[config.mk]
export PLATFORM = sky130hd
export DESIGN_NAME = trap_ctrl
export DESIGN_NICKNAME = d
export VERILOG_FILES = /design/src/rtl/trap_ctrl.sv
export SDC_FILE = /design/constraint.sdc
export NUM_CORES = 1
export LEC_CHECK = 0
export ABC_AREA = 1
export CAP_MARGIN = 20
export CORE_MARGIN = 4
export CORE_UTILIZATION = 43
export DETAILED_ROUTE_END_ITERATION = 16
export MAX_ROUTING_LAYER = met4
export PLACE_DENSITY = 0.92
export RECOVER_POWER = 100
export SYNTH_ARGS = -nofsm -noshare
export SYNTH_HDL_FRONTEND = slang
export SYNTH_SLANG_ARGS = --single-unit
[constraint.sdc]
create_clock -name clk -period 4.04 [get_ports clk]
set_clock_uncertainty 0.05 [all_clocks]
set_input_delay 0.808 -clock clk [delete_from_list [all_inputs] [get_ports clk]]
set_output_delay 0.808 -clock clk [all_outputs]
set_load 0.01 [all_outputs]
[src/rtl/trap_ctrl.sv]
// trap_ctrl: sequences WB exceptions, interrupts and MRET into
// flush -> (drain) -> commit -> fetch redirect.
// Ports:
//   clk, rst_n         clock, async active-low reset
//   exc_*, mret_req,   WB-stage events
//   wb_valid, wb_pc
//   irq_*, mtvec, mepc CSR-unit inputs
//   mem_busy           data-bus transaction outstanding
//   redirect_ready     fetch accepts redirect
//   trap_*, mret       commit pulses to CSR unit
//   wb_kill, flush     pipeline control
//   redirect_*, busy   fetch redirect, controller active
module trap_ctrl (
  input  logic        clk,
  input  logic        rst_n,
  input  logic        exc_req,
  input  logic [3:0]  exc_code,
  input  logic [31:0] exc_pc,
  input  logic [31:0] exc_tval,
  input  logic        mret_req,
  input  logic        wb_valid,
  input  logic [31:0] wb_pc,
  input  logic        irq_pending,
  input  logic        ext_irq,
  input  logic        timer_irq,
  input  logic [31:0] mtvec,
  input  logic [31:0] mepc,
  input  logic        mem_busy,
  input  logic        redirect_ready,
  output logic        trap_enter,
  output logic [31:0] trap_cause,
  output logic [31:0] trap_val,
  output logic [31:0] trap_pc,
  output logic        mret,
  output logic        wb_kill,
  output logic        flush,
  output logic        redirect_valid,
  output logic [31:0] redirect_pc,
  output logic        busy
);

  typedef enum logic [1:0] {
    IDLE, DRAIN, COMMIT, REDIRECT
  } state_e;

  state_e      state_q, state_d;
  logic        is_mret_q;
  logic [31:0] cause_q, val_q, pc_q, rpc_q;

  logic        irq_take;
  logic        accept;
  logic        take_mret;
  logic [31:0] cause_new, val_new, pc_new;

  // rst_n gates acceptance so the comb outputs read 0 during reset
  assign irq_take  = irq_pending & wb_valid;
  assign accept    = rst_n & (state_q == IDLE)
                   & (exc_req | mret_req | irq_take);
  assign take_mret = mret_req & ~exc_req;

  assign cause_new = exc_req ? {28'b0, exc_code}
                   : ext_irq ? 32'h8000_000B
                   : 32'h8000_0007;
  assign val_new   = exc_req ? exc_tval : 32'h0;
  assign pc_new    = exc_req ? exc_pc : wb_pc;

  always_ff @(posedge clk or negedge rst_n) begin
    if (!rst_n) begin
      state_q <= IDLE;
    end else begin
      state_q <= state_d;
    end
  end

  always_ff @(posedge clk or negedge rst_n) begin
    if (!rst_n) begin
      is_mret_q <= 1'b0;
      cause_q   <= 32'h0;
      val_q     <= 32'h0;
      pc_q      <= 32'h0;
      rpc_q     <= 32'h0;
    end else begin
      if (accept) begin
        is_mret_q <= take_mret;
        cause_q   <= cause_new;
        val_q     <= val_new;
        pc_q      <= pc_new;
      end
      // target frozen here so it stays stable while fetch stalls
      if (state_q == COMMIT) begin
        rpc_q <= is_mret_q ? mepc
                           : (mtvec & 32'hFFFF_FFFC);
      end
    end
  end

  always_comb begin
    state_d = state_q;
    unique case (state_q)
      IDLE: begin
        if (accept) begin
          state_d = mem_busy ? DRAIN : COMMIT;
        end
      end
      DRAIN: begin
        if (!mem_busy) begin
          state_d = COMMIT;
        end
      end
      COMMIT: begin
        state_d = REDIRECT;
      end
      REDIRECT: begin
        if (redirect_ready) begin
          state_d = IDLE;
        end
      end
      default: state_d = IDLE;
    endcase
  end

  always_comb begin
    trap_enter     = 1'b0;
    mret           = 1'b0;
    trap_cause     = 32'h0;
    trap_val       = 32'h0;
    trap_pc        = 32'h0;
    redirect_valid = 1'b0;
    redirect_pc    = 32'h0;
    busy           = (state_q != IDLE);
    flush          = accept | busy;
    // MRET retires normally, so only traps kill WB
    wb_kill        = accept & ~take_mret;
    if (state_q == COMMIT) begin
      trap_enter = ~is_mret_q;
      mret       = is_mret_q;
      if (!is_mret_q) begin
        trap_cause = cause_q;
        trap_val   = val_q;
        trap_pc    = pc_q;
      end
    end
    if (state_q == REDIRECT) begin
      redirect_valid = 1'b1;
      redirect_pc    = rpc_q;
    end
  end

endmodule

After elaboration in Yosys (flattened, before gate mapping)
Index checks and enable logic that the tools add are counted.
{"block": "word_totals", "elab_cells": 46, "in_bits": 174, "reg_bits": 131}
{"block": "classes", "n_mux": 20, "n_eq_ne": 6, "n_reduce_logical": 3, "bitwise_logic": 11}
{"operator": "$mux 32", "count": 11}
{"operator": "$mux 2", "count": 4}
{"operator": "$pmux 2 s4", "count": 1}
{"operator": "$ne 2x2->1 const B", "count": 3}
{"operator": "$and 1x1->1", "count": 5}
{"operator": "$eq 2x2->1 const B", "count": 2}
{"operator": "$mux 4", "count": 1}
{"operator": "$mux 1", "count": 3}
{"operator": "$not 1->1", "count": 3}
{"operator": "$or 1x1->1", "count": 3}
{"operator": "$reduce_and 3->1", "count": 1}
{"operator": "$eq 2x1->1 const B", "count": 1}
{"operator": "$logic_not 2->1", "count": 1}
{"operator": "$reduce_bool 2->1", "count": 1}

Longest topological paths before layout
{"block": "depth", "word_depth": 5, "mapped_depth": 10}

Worst setup path after synthesis
OpenSTA, ideal clock, no wires.
{"block": "synth_path", "kind": "input port to output port", "start": "input exc_req", "end": "output wb_kill", "path_stages": 4, "path_slack_ns": 1.804, "t_required_ns": 3.182, "arrival_time_ns": 1.378, "n_path_buf": 2, "cell_sequence": "buf_6 -> inv_2 -> buf_2 -> a21oi_1"}
{"block": "synth_via", "elab_chain_cells": 4, "word_cells_on_any_way": 7}
{"item": "start: declaration", "line": "16", "rtl": "input logic exc_req,"}
{"item": "$or 1x1->1 or $not 1->1 (tied branches)", "line": "58, 59"}
{"item": "$or 1x1->1 or $and 1x1->1 (tied branches)", "line": "58, 59"}
{"item": "$and 1x1->1 or $not 1->1 (tied branches)", "line": "58, 133"}
{"item": "$and 1x1->1 (*)", "line": "133", "rtl": "wb_kill = accept & ~take_mret;"}
{"item": "end: declaration", "line": "35", "rtl": "output logic wb_kill,"}
Every way passes the cells marked *; elsewhere a longest branch is shown, timed or not.

Worst setup path after layout
{"block": "layout_path", "start": "input mret_req", "end": "output flush"}
{"block": "layout_via", "elab_chain_cells": 4}
{"item": "start: declaration", "line": "20", "rtl": "input logic mret_req,"}
{"item": "$or 1x1->1 (2 in a row)", "line": "58", "rtl": "& (exc_req | mret_req | irq_take);"}
{"item": "$and 1x1->1", "line": "58"}
{"item": "$or 1x1->1", "line": "131", "rtl": "flush = accept | busy;"}
{"item": "end: declaration", "line": "36", "rtl": "output logic flush,"}
Every way passes these cells.

==> summary.txt <==
STA
  – Tightest Pin Transition: 1.358 ns
  – Fin crit period: 3.451 ns
  – Hold slack: 0.4404 ns
  – TNS Setup: 0 ns
  – Relative slew slack: 0.09470
  – Achievable Freq: 289.8 MHz
  – Slew Limit Fails: 0
  – Final setup vio count: 0
  – Fin. Hold Viols: 0
  – RSZ-0062 raised after global routing: false
  – Final clock period utilization by the worst path: 0.8541

Cells and area
  – Layout cell share with drive strength beyond 1: 0.04826
  – Fin cells: 1212
  – Layout area overhead: 50.04%
  – Nets: 1210
  – Filler cell count in the final layout: 1071
  – Antenna Diode Count: 0

Critical path
  – CP max stage cell: dlygate4sd3_1
  – Crit path max-delay family: buffers and inverters
  – Crit. End Element: output pin
  – Crit path max fanout: 7
  – Cell Chain, Critical Path: dlygate4sd3_1 > nor2_4 > nand2_2 > nand2_1 > nand2_1 > dlygate4sd3_1
  – CP arrival: 2.59 ns
  – Buffers & Inverters on Critical Path: 2
  – Data required, critical path: 3.18 ns
  – Worst path max stage delay: 0.65 ns
  – Startpoint types: input pin
  – Crit Path Class: in -> out

Clocking
  – Max Root-Sink Buffers: 2
  – CTS sink count: 104
  – CTS Root Cell: clkbuf_16
  – CTS tree: done
  – Worst-path clk slew: 0.07 ns
  – Clk_lat worst skew: 0.34 ns
  – Postcts setup bufs: 0
  – # hold bufs at CTS: 0
  – CTS Buf Count: 9
  – # resized after CTS: 0
  – Clock H-tree levels: 3

Die
  – Core Box Area: 0.01319 mm^2
  – Chip height: 123.7 um
  – Die area: 0.01531 mm^2
  – Starting Density: 0.4367
  – Die Span X: 123.7 um
  – I/O pin count: 308
  – Cell Rows: 42

Yosys
  – Synth Register Bits: 104
  – Dominant cells by area after synthesis: dfrtp_1, nand2_1, inv_1
  – Cell Area, Synth: 0.005761 mm^2
  – Syn Inst Count: 779
  – Distinct cells, synth: 26
  – Post-Syn Area per Cell: 7.395 um^2
  – Top-area cell type share of the netlist area: 0.4518
  – Seq/Total Area, Yosys: 0.4518
  – Synth area leader: dfrtp_1
  – Yosys warnings: 0

Global route
  – Vias in the first global route: 5467
  – Initial antenna violation count: 0
  – Global Route Usage Sum: 0.2215
  – First-pass GRT wire length: 26.02 mm
  – Total gr overflow: 0
  – Largest net degree at the start of global routing: 69

Routing
  – WL final: 16.91 mm
  – Via count: 5645
  – Final antenna-violating net count: 0
  – Residual DRC: 0
  – Wire per inst: 13.95 um
  – Drt first pass iters: 6
  – Via/cell ratio: 4.658
  – DR iter-0 viols: 259

Place
  – Number of port buffers: 277
  – DP HPWL: 12.59 mm
  – Placed instance count: 1196
  – Global placer's final weighted congestion: 0.8389

Outcome
  – Outcome: completed

Power and ir drop
  – P_leak: 0.004519 uW
  – Pwr Density: 514.5 mW/mm^2
  – Maximum VDD drop: 0.3186 mV

Job
  – Max Cap Viol: 0

Hold path
  – Hold Crit Class: reg -> reg
-- cells by family after synthesis --
group                      synth area share
other                             0.0006510
AOI/OAI and AO/OA                   0.08297
and+or+nand+nor                      0.3013
DFF                                  0.4518
buffers and inverters                0.1525
adders and majority gates           0.01086
-- metal layers --
layer | vias to the layer above | wire [um] | global-route usage
li1 | 2795 | - | -
met1 | 2607 | 6529 | 0.2542
met2 | 211 | 8588 | 0.3805
met3 | 32 | 1331 | 0.05677
met4 | 0 | 457 | 0.06920
met5 | - | 0 | -
-- registers in the layout, summed over array words and instances, names as in the netlist --
register   count
pc_q          32
rpc_q         32
val_q         32
cause_q        5
state_q        2
is_mret_q      1
-- where the power goes --
part           leakage, uW  internal (uW)  switching [uW]  total (uW)
sequential         0.00131           1500             171        1670
combinational      0.00307            815            1120        1930
clock             0.000135            453             391         843
total              0.00452           2770            1680        4450
-- final timing paths --
| kind | cells past startpoint | endpoint | from | slack (ns) |
|---|---|---|---|---|
| max | 6 | flush | mret_req | 0.59 |
| min | 2 | cause_q[2] | cause_q[2] | 0.44 |
| max reg2reg | 9 | pc_q[17] | state_q[0] | 1.09 |
| min reg2reg | 2 | cause_q[2] | cause_q[2] | 0.44 |
| max in group asynchronous | 3 | val_q[3] | rst_n | 1.64 |
| min in group asynchronous | 2 | val_q[22] | rst_n | 0.55 |
-- cell usage in the layout, fill, tap and decap left out, types with 3 or more instances in the layout --
| cell type | n |
|---|---|
| inv_1 | 112 |
| nand2_1 | 264 |
| clkbuf_2 | 4 |
| clkdlybuf4s50_1 | 169 |
| conb_1 | 27 |
| ha_1 | 5 |
| o21ai_0 | 46 |
| o21ai_2 | 19 |
| dfrtp_1 | 104 |
| clkbuf_1 | 3 |
| nor2_1 | 74 |
| clkbuf_16 | 9 |
| buf_4 | 3 |
| dlygate4sd3_1 | 106 |
| o21ai_1 | 7 |
| nand3_1 | 63 |
-- cell type report --
class | instances | area (um^2) | share of cell area
multi-input cells | 515 | 2256 | 0.2610
clock buffers | 12 | 256.5 | 0.02968
well taps | 176 | 220.2 | 0.02548
inverters | 114 | 429.2 | 0.04965
repair buffers | 287 | 2850 | 0.3298
flip-flops and latches | 104 | 2603 | 0.3011
clock inverters | 4 | 28.78 | 0.003329
-- cell usage after synthesis (all sizes together) --
cell type  number
a21oi           2
a22o            2
a22oi           1
buf            53
clkbuf         19
conb            1
dfrtp         104
ha              5
inv           114
nand2         266
nand3          64
nor2           75
o21a            1
o21ai          72
-- stage by stage --
step	setup slack, ns	power (uW)	area, um^2	utilization
floorplan	1.804	2924	5858	-
global placement	0.8831	3672	8498	0.6443
detailed placement	0.8760	3762	8498	0.6443
CTS	0.8584	4618	8783	0.6659
global route	0.4662	4798	8643	0.6553
finish	0.5894	4447	8643	0.6553
-- worst register-to-register path, cell delays in order, from the launching register on --
cell and delay (ns):
dfrtp_1 0.41, inv_1 0.10, ha_1 0.24, nand2_1 0.07, inv_1 0.04, nand2_1 0.23
clkinvlp_2 0.87, buf_4 0.56, nand2_1 0.14, o21ai_0 0.09
Note: power is estimated with default switching activity, not from simulation.
